<file path="config.mk">
export PLATFORM = sky130hd
export DESIGN_NAME = load_store_drain_flat
export DESIGN_NICKNAME = d
export VERILOG_FILES = /design/src/rtl/load_store_drain_pkg.sv /design/src/rtl/load_store_drain_if.sv /design/src/rtl/load_store_drain_rise_detect.sv /design/src/rtl/load_store_drain.sv /design/src/flat_wrapper.sv
export SDC_FILE = /design/constraint.sdc
export NUM_CORES = 1
export LEC_CHECK = 0
export BUFFER_PORTS_ARGS = -buffer_cell sky130_fd_sc_hd__buf_2
export CAP_MARGIN = 30
export CORE_ASPECT_RATIO = 1.1
export CORE_MARGIN = 2
export CORE_UTILIZATION = 35
export CTS_CLUSTER_DIAMETER = 80
export DETAILED_ROUTE_END_ITERATION = 10
export PLACE_DENSITY = 0.58
export SYNTH_ARGS = -nofsm -noshare
export SYNTH_HDL_FRONTEND = slang
export SYNTH_SLANG_ARGS = --single-unit
</file>
<file path="constraint.sdc">
create_clock -name clk -period 2.5 [get_ports clk]
set_clock_uncertainty 0.15 [all_clocks]
set_input_delay 0 -clock clk [delete_from_list [all_inputs] [get_ports clk]]
set_output_delay 0 -clock clk [all_outputs]
set_load 0.005 [all_outputs]
</file>
<file path="src/rtl/load_store_drain_pkg.sv">
// Shared types and defaults for the load/store volume pair.
// Drain side of the benchmark: state codes and default sizing.
package load_store_drain_pkg;
  localparam int DEF_N     = 17500;
  localparam int DEF_CBITS = 15;

  typedef logic [1:0] drain_state_t;

  localparam drain_state_t S_IDLE  = 2'd0;
  localparam drain_state_t S_DRAIN = 2'd1;
  localparam drain_state_t S_DONE  = 2'd2;
endpackage

</file>
<file path="src/rtl/load_store_drain_if.sv">
// Downstream valid/ready channel carrying the remaining volume.
// The drain drives it as master; the consumer is the slave.
interface load_store_drain_if
  import load_store_drain_pkg::*;
#(
  parameter int CBITS = DEF_CBITS
) ();
  logic             valid;
  logic             ready;
  logic [CBITS-1:0] data;

  modport master (
    output valid,
    output data,
    input  ready
  );

  modport slave (
    input  valid,
    input  data,
    output ready
  );
endinterface

</file>
<file path="src/rtl/load_store_drain_rise_detect.sv">
// Registered rising-edge detector on the loader full indication.
// full_q clears on reset, so a level held high through reset counts as an edge.
module load_store_drain_rise_detect (
  input  logic clk,
  input  logic rst,
  input  logic d_i,
  output logic rise_o
);
  logic full_q;
  logic rise_q;

  always_ff @(posedge clk) begin
    if (rst) begin
      full_q <= 1'b0;
      rise_q <= 1'b0;
    end else begin
      full_q <= d_i;
      rise_q <= d_i && !full_q;
    end
  end

  assign rise_o = rise_q;
endmodule

</file>
<file path="src/rtl/load_store_drain.sv">
// Drains N units downstream per full edge, then pulses empty for one cycle.
// Edges arriving while busy only set the sticky overrun flag.
module load_store_drain
  import load_store_drain_pkg::*;
#(
  parameter int N     = DEF_N,
  parameter int CBITS = DEF_CBITS
) (
  input  logic                      clk,
  input  logic                      rst,
  input  logic                      full_i,
  load_store_drain_if.master        dn,
  output logic                      busy_o,
  output logic                      empty_pulse_o,
  output logic                      overrun_o,
  output logic [7:0]                drain_cnt_o
);
  if (N < 0 || N > (2 ** CBITS) - 1) begin : g_bad_n
    $error("load_store_drain: N does not fit in CBITS");
  end

  localparam logic [CBITS-1:0] NV  = CBITS'(N);
  localparam logic [CBITS-1:0] ONE = CBITS'(1);

  drain_state_t     state_q, state_d;
  logic [CBITS-1:0] vol_q, vol_d;
  logic             valid_q, valid_d;
  logic             busy_q, busy_d;
  logic             pulse_q, pulse_d;
  logic             ovr_q, ovr_d;
  logic [7:0]       cnt_q, cnt_d;
  logic             rise;
  logic             beat;

  load_store_drain_rise_detect u_rise (
    .clk    (clk),
    .rst    (rst),
    .d_i    (full_i),
    .rise_o (rise)
  );

  assign beat = valid_q && dn.ready;

  always_comb begin
    state_d = state_q;
    vol_d   = vol_q;
    valid_d = valid_q;
    busy_d  = busy_q;
    pulse_d = 1'b0;
    ovr_d   = ovr_q;
    cnt_d   = cnt_q;
    if (rise && state_q != S_IDLE) ovr_d = 1'b1;
    unique case (1'b1)
      (state_q == S_IDLE): begin
        if (rise) begin
          vol_d  = NV;
          busy_d = 1'b1;
          if (N == 0) begin
            state_d = S_DONE;
            pulse_d = 1'b1;
            cnt_d   = cnt_q + 8'd1;
          end else begin
            state_d = S_DRAIN;
            valid_d = 1'b1;
          end
        end
      end
      (state_q == S_DRAIN): begin
        if (beat) begin
          vol_d = vol_q - ONE;
          // last unit leaves on this edge
          if (vol_q == ONE) begin
            state_d = S_DONE;
            valid_d = 1'b0;
            pulse_d = 1'b1;
            cnt_d   = cnt_q + 8'd1;
          end
        end
      end
      (state_q == S_DONE): begin
        state_d = S_IDLE;
        busy_d  = 1'b0;
      end
      default: begin
        state_d = S_IDLE;
        valid_d = 1'b0;
        busy_d  = 1'b0;
      end
    endcase
  end

  always_ff @(posedge clk) begin
    if (rst) begin
      state_q <= S_IDLE;
      vol_q   <= '0;
      valid_q <= 1'b0;
      busy_q  <= 1'b0;
      pulse_q <= 1'b0;
      ovr_q   <= 1'b0;
      cnt_q   <= 8'd0;
    end else begin
      state_q <= state_d;
      vol_q   <= vol_d;
      valid_q <= valid_d;
      busy_q  <= busy_d;
      pulse_q <= pulse_d;
      ovr_q   <= ovr_d;
      cnt_q   <= cnt_d;
    end
  end

  assign dn.valid      = valid_q;
  assign dn.data       = vol_q;
  assign busy_o        = busy_q;
  assign empty_pulse_o = pulse_q;
  assign overrun_o     = ovr_q;
  assign drain_cnt_o   = cnt_q;

  p_stable: assert property (@(posedge clk) disable iff (rst)
    dn.valid && !dn.ready |=> dn.valid && $stable(dn.data));

  p_bound: assert property (@(posedge clk) disable iff (rst)
    dn.valid |-> (dn.data != '0 && dn.data <= NV));

`ifdef FORMAL
  a_ready: assume property (@(posedge clk) s_eventually dn.ready);
  a_full:  assume property (@(posedge clk)
    s_eventually (full_i && !$past(full_i)));
  p_live:  assert property (@(posedge clk)
    s_eventually (rst || empty_pulse_o));
`endif
endmodule

</file>
<file path="src/flat_wrapper.sv">
// flat-port wrapper written by rule: the top's interface ports become plain ports
module load_store_drain_flat import load_store_drain_pkg::*;
#(
  parameter int N     = DEF_N,
  parameter int CBITS = DEF_CBITS
)
  (clk, rst, full_i, busy_o, empty_pulse_o, overrun_o, drain_cnt_o, dn_valid, dn_data, dn_ready);
  load_store_drain_if #(.CBITS(CBITS)) dn_i ();
  input  logic clk;
  input  logic rst;
  input  logic full_i;
  output logic busy_o;
  output logic empty_pulse_o;
  output logic overrun_o;
  output logic [7:0] drain_cnt_o;
  output wire logic [$bits(dn_i.valid)-1:0] dn_valid;
  output wire logic [$bits(dn_i.data)-1:0] dn_data;
  input wire logic [$bits(dn_i.ready)-1:0] dn_ready;
  assign dn_valid = dn_i.valid;
  assign dn_data = dn_i.data;
  assign dn_i.ready = dn_ready;
  load_store_drain #(.N(N), .CBITS(CBITS)) u_core (.clk(clk), .rst(rst), .full_i(full_i), .dn(dn_i), .busy_o(busy_o), .empty_pulse_o(empty_pulse_o), .overrun_o(overrun_o), .drain_cnt_o(drain_cnt_o));
endmodule
</file>
# --- Word level (Yosys, flattened, before mapping) ---
# Index checks and enable logic that the tools add are counted.
word_totals:
  regBits: 31
  in_bits: 4
  word_cells: 46
op_classes:
  addsub: 2
  n_eq_ne: 6
  n_mux: 13
  bitwise: 3
  n_reduce_logical: 13
op_table:
  columns: ["operator", "count"]
  rows:
  - ["$mux 15", 2]
  - ["$pmux 15 s2", 1]
  - ["$eq 15x1->1 const B", 1]
  - ["$sub 15x1->15 const B", 1]
  - ["$reduce_and 3->1", 3]
  - ["$add 8x1->8 const B", 1]
  - ["$mux 2", 3]
  - ["$mux 1", 4]
  - ["$ne 2x2->1 const B", 2]
  - ["$pmux 2 s2", 1]
  - ["$reduce_and 4->1", 1]
  - ["$reduce_bool 2->1", 2]
  - ["$logic_and 1x1->1", 3]
  - ["$not 1->1", 3]
  - ["$pmux 1 s3", 1]
  - ["$reduce_or 3->1", 1]
  - ["$eq 2x1->1 const B", 1]
  - ["$eq 2x2->1 const B", 1]
  - ["$logic_not 2->1", 1]
  - ["$ne 2x1->1 const B", 1]
  - ["$pmux 1 s2", 1]
  - ["$reduce_and 2->1", 1]
  - ["$logic_not 1->1", 1]

# --- Depth between registers and ports, before layout ---
logic_depth:
  depth_word: 4
  depth_mapped: 7

# --- Cells and area by module ---
# Synthesis repeated with hierarchy kept, for this count alone.
unflattened:
  cells_unflattened: 160
  area_unflattened_um2: 1492.7
modules_own_cells:
  columns: ["mod", "instances", "cells_per_inst", "area_each_um2", "seq_area_each_um2"]
  rows:
  - ["load_store_drain", 1, 156, 1433.9, 580.6]
  - ["load_store_drain_rise_detect", 1, 4, 58.8, 40.0]

# --- Least setup slack after synthesis ---
# Ideal clock, no wire load.
synth_path:
  kind: "register to register"
  from: "register u_core.vol_q[9], in the netlist u_core.dn.data[9]"
  to: "register u_core.vol_q[14], in the netlist u_core.dn.data[14]"
  setup_ns: 0.074
  arrival_time_ns: 1.716
  required_time_ns: 2.276
  path_slack_ns: 0.559
  stages_incl_launch_ff: 5
  cell_sequence: "dfxtp_1 -> or4_4 -> nor4b_4 -> or3b_1 -> a31oi_1"
synth_between:
  elab_chain_cells: 3
synth_lines:
  columns: ["element", "line_no", "text"]
  rows:
  - ["start, declared", "load_store_drain.sv:26", "logic [CBITS-1:0] vol_q, vol_d;"]
  - ["start signal, assigned", "load_store_drain.sv:103", "vol_q <= vol_d;"]
  - ["$sub 15x1->15", "load_store_drain.sv:70", "vol_d = vol_q - ONE;"]
  - ["$mux 15", "load_store_drain.sv:69", "if (beat) begin"]
  - ["$pmux 15 s2", "load_store_drain.sv:53", "unique case (1'b1)"]
# Every way passes these cells. The select of a mux whose other input is x is not followed.
# A chain may end at the register's enable or synchronous reset.

# --- Worst setup path in the final report ---
layout_path:
  from: "register u_core.vol_q[4], in the netlist u_core.dn.data[4]"
  to: "register u_core.vol_q[13], in the netlist u_core.dn.data[13]"
# The elaborated chain is that of the path after synthesis.

==> flow_metrics.env <==
export IMPL_finalSetupViolations=0
export IMPL_worstPathCellList="nor4_2, nand2b_1, or4_2, a21oi_1"
export IMPL_ys_async_sr_fraction_pct=0
export IMPL_clk_pin_slew_ns=0.06
export IMPL_route_detailed_wl_per_inst_um=13.5
export IMPL_dp_hpwl_um=2380
export IMPL_hp_start="u_core.u_rise.full_q$_SDFF_PP0_"
export IMPL_post_synth_mux_area_share_pct=0.774
export IMPL_die_h_um=71.6
export IMPL_clock_path_buffers=2
export IMPL_synthesis_nets=166
export IMPL_timing_critical_path_to_type="flip-flop"
export IMPL_netlist_area_um2=1460
export IMPL_first_pass_iters=4
export IMPL_share_of_the_yosys_chip_area_belonging_to_registers_pct=42.6
export IMPL_cts_sink_count=31
export IMPL_total_chip_power_mw=1.09
export IMPL_synth_lib_cells_used_distinct=43
export IMPL_route_vias_total=1363
export IMPL_initial_antenna_violation_count=0
export IMPL_timing_worst_slew_pin_value_ns=0.721
export IMPL_worst_path_max_fanout=11
export IMPL_wp_data_required_ns=2.55
export IMPL_postCtsSetupBuffers=0
export IMPL_post_synth_xor_area_fraction_pct=3.01
export IMPL_seqCellArea_um2=621
export IMPL_slew_limit_headroom_pct=51.9
export IMPL_post_route_cells_drive_above_1_share_pct=26.0
export IMPL_pin_count=31
export IMPL_synth_enable_flop_cells=0
export IMPL_synth_area_per_cell_um2=9.15
export IMPL_crit_path_start="u_core.dn.data[4]$_SDFFE_PP0P_"
export IMPL_holdWs_ns=0.230
export IMPL_fillCellCount=410
export IMPL_synth_fa_ha_area_share_pct=2.58
export IMPL_clock_latency_ns=0.28
export IMPL_dieArea_um2=4690
export IMPL_hp_class="flip-flop to flip-flop"
export IMPL_effective_utilization_at_floorplan_pct=36.4
export IMPL_synthesis_yosys_warnings=0
export IMPL_setup_worst_path_class="flip-flop to flip-flop"
export IMPL_r2r_setup_slack_ns=0.26
export IMPL_synthFlopType="dfxtp_1"
export IMPL_cp_slowest_stage_delay_ns=0.71
export IMPL_drc_errors=0
export IMPL_tritoncts="built"
export IMPL_crit_family="simple AND/OR/NAND/NOR gates"
export IMPL_worstReg2RegStart="u_core.dn.data[4]$_SDFFE_PP0P_"
export IMPL_hold_buffers=3
export IMPL_root_buffer_cell="clkbuf_8"
export IMPL_timing_critical_path_slowest_stage_cell="or4_2"
export IMPL_max_cap_viol_count=0
export IMPL_period_needed_ns=2.24
export IMPL_io_buffers=30
export IMPL_timing_final_max_slew_violations=0
export IMPL_main_combinational_cell_family_by_area_after_synthesis="simple AND/OR/NAND/NOR gates"
export IMPL_vias_per_cell=5.50
export IMPL_fp_row_count=24
export IMPL_ctsResizeCount=0
export IMPL_insertedDiodeCount=0
export IMPL_fin_area_um2=1770
export IMPL_worstPathArrival_ns=2.29
export IMPL_synth_simple_gate_area_share_pct=29.6
export IMPL_residual_overflow_from_global_routing=0
export IMPL_design_final_nets=202
export IMPL_globalRouteTotalUtil_pct=15.6
export IMPL_area_growth_synth_to_final_pct=21.9
export IMPL_grt_pass1_wl_um=5660
export IMPL_cellLeakagePower_nw=0.701
export IMPL_max_freq_ghz=0.447
export IMPL_drt_first_iter_violations=54
export IMPL_core_region_area_um2=3990
export IMPL_postLayoutCoreUtil_pct=44.4
export IMPL_numCtsBuffers=5
export IMPL_postSynthCellCount=159
export IMPL_start_kind="flip-flop"
export IMPL_dieWidth_um=65.5
export IMPL_grt_pass1_vias=1226
export IMPL_hold_violations=0
export IMPL_maximum_number_of_pins_on_one_net_before_global_route_repair=25
export IMPL_timing_final_crit_share_pct=89.4
export IMPL_synth_compound_area_share_pct=18.6
export IMPL_ir_drop_uv=236
export IMPL_ant_nets=0
export IMPL_routed_wl_um=3360
export IMPL_ys_seq_elements=31
export IMPL_run_status="finished, final reports clean"
export IMPL_grt_setup_unrepaired="false"
export IMPL_power_density_nw_per_um2=615
export IMPL_area_of_the_multi_input_gates_um2=793
export IMPL_path_buf_inv=0
export IMPL_ctsHtreeMaxLevel=2
export IMPL_placed_cell_area_um2=1660
export IMPL_gp_routability_congestion=0.804
export IMPL_fin_setup_tns_ns=0
## flip-flops by register name, indices dropped and copies added, names as in the netlist
register and flops:
u_core.drain_cnt_o 8, u_core.empty_pulse_o 1, u_core.u_rise.rise_o 1, u_core.dn.data 15
u_core.dn.valid 1, u_core.overrun_o 1, u_core.busy_o 1, u_core.state_q 2
u_core.u_rise.full_q 1
## layer usage
metal / routed length [um] / up-vias / part of all wire (%) / GRT usage (%)
met5: 0 / - / 0 / 0
met1: 1430 / 649 / 42 / 17.8
met2: 1750 / 36 / 52 / 27.3
li1: - / 676 / - / -
met4: 12 / 0 / 0.36 / 4.17
met3: 167 / 2 / 5.0 / 5.65
## metrics by stage
| step | setup slack [ns] | cells |
|---|---|---|
| final | 0.264 | 248 |
| after global routing | 0.0743 | 248 |
| after CTS | 0.275 | 248 |
| after detailed placement | 0.244 | 237 |
| after global placement | 0.324 | 237 |
| after floorplan | 0.559 | 159 |
## power by group
| group | internal [mW] | switching [mW] | total, mW |
|---|---|---|---|
| clock network | 0.195 | 0.169 | 0.363 |
| logic | 0.0813 | 0.0909 | 0.172 |
| registers | 0.520 | 0.0353 | 0.555 |
## synthesized netlist by cell type, types with 3 or more instances
library cell,number,area share (%)
dfxtp_1,31,43
nand2b_1,3,1.3
o21ai_0,5,1.7
nand2_1,5,1.3
o31ai_1,9,4.6
ha_1,3,2.6
nor2_1,11,2.8
nand3_1,4,1.4
nor3_1,4,1.4
or4_1,8,4.1
a21oi_1,19,6.5
a31oi_1,4,1.7
nor2b_1,3,1.3
xor2_1,4,2.4
clkbuf_1,5,1.3
inv_1,5,1.3
## layout make-up
| class | count | area share, % |
|---|---|---|
| Clock inverter | 1 | 0.282 |
| Tap cell | 52 | 3.67 |
| Inverter | 5 | 1.06 |
| Sequential cell | 31 | 35.0 |
| Timing Repair Buffer | 35 | 11.0 |
| Clock buffer | 7 | 4.30 |
| Multi-Input combinational cell | 117 | 44.7 |
## cells by family (layout without fill, tap and decap cells)
kind of cell / count (synthesis) / count (layout)
and+or+nand+nor: 64 / 64
AOI/OAI and AO/OA: 44 / 44
DFF: 31 / 31
buffers and inverters: 11 / 48
xor gates and xnor gates: 5 / 5
adders and majority gates: 3 / 3
muxes: 1 / 1
## worst paths after layout
path                                                   endpoint  cells past startpoint
worst max-delay path            u_core.dn.data[13]$_SDFFE_PP0P_                      4
worst max register to register  u_core.dn.data[13]$_SDFFE_PP0P_                      4
worst min-delay path            u_core.u_rise.rise_o$_SDFF_PP0_                      1
worst min register to register  u_core.u_rise.rise_o$_SDFF_PP0_                      1
## placed cells by master (no fill, tap or decap), drive strengths merged, types with 3 or more instances in the layout
| cell type | instances |
|---|---|
| nor4b | 3 |
| o21ai | 6 |
| xor2 | 4 |
| a21oi | 19 |
| nor4 | 3 |
| nand2 | 5 |
| nand2b | 3 |
| buf | 32 |
| nor2b | 3 |
| a31oi | 4 |
| nand3 | 4 |
| or4 | 10 |
| o31ai | 9 |
| and3 | 3 |
| nor2 | 11 |
| or3 | 4 |
| clkbuf | 7 |
| nor3 | 4 |
| dfxtp | 31 |
| inv | 5 |
| ha | 3 |
| dlygate4sd3 | 3 |
Note: power is estimated with default switching activity, not from simulation.
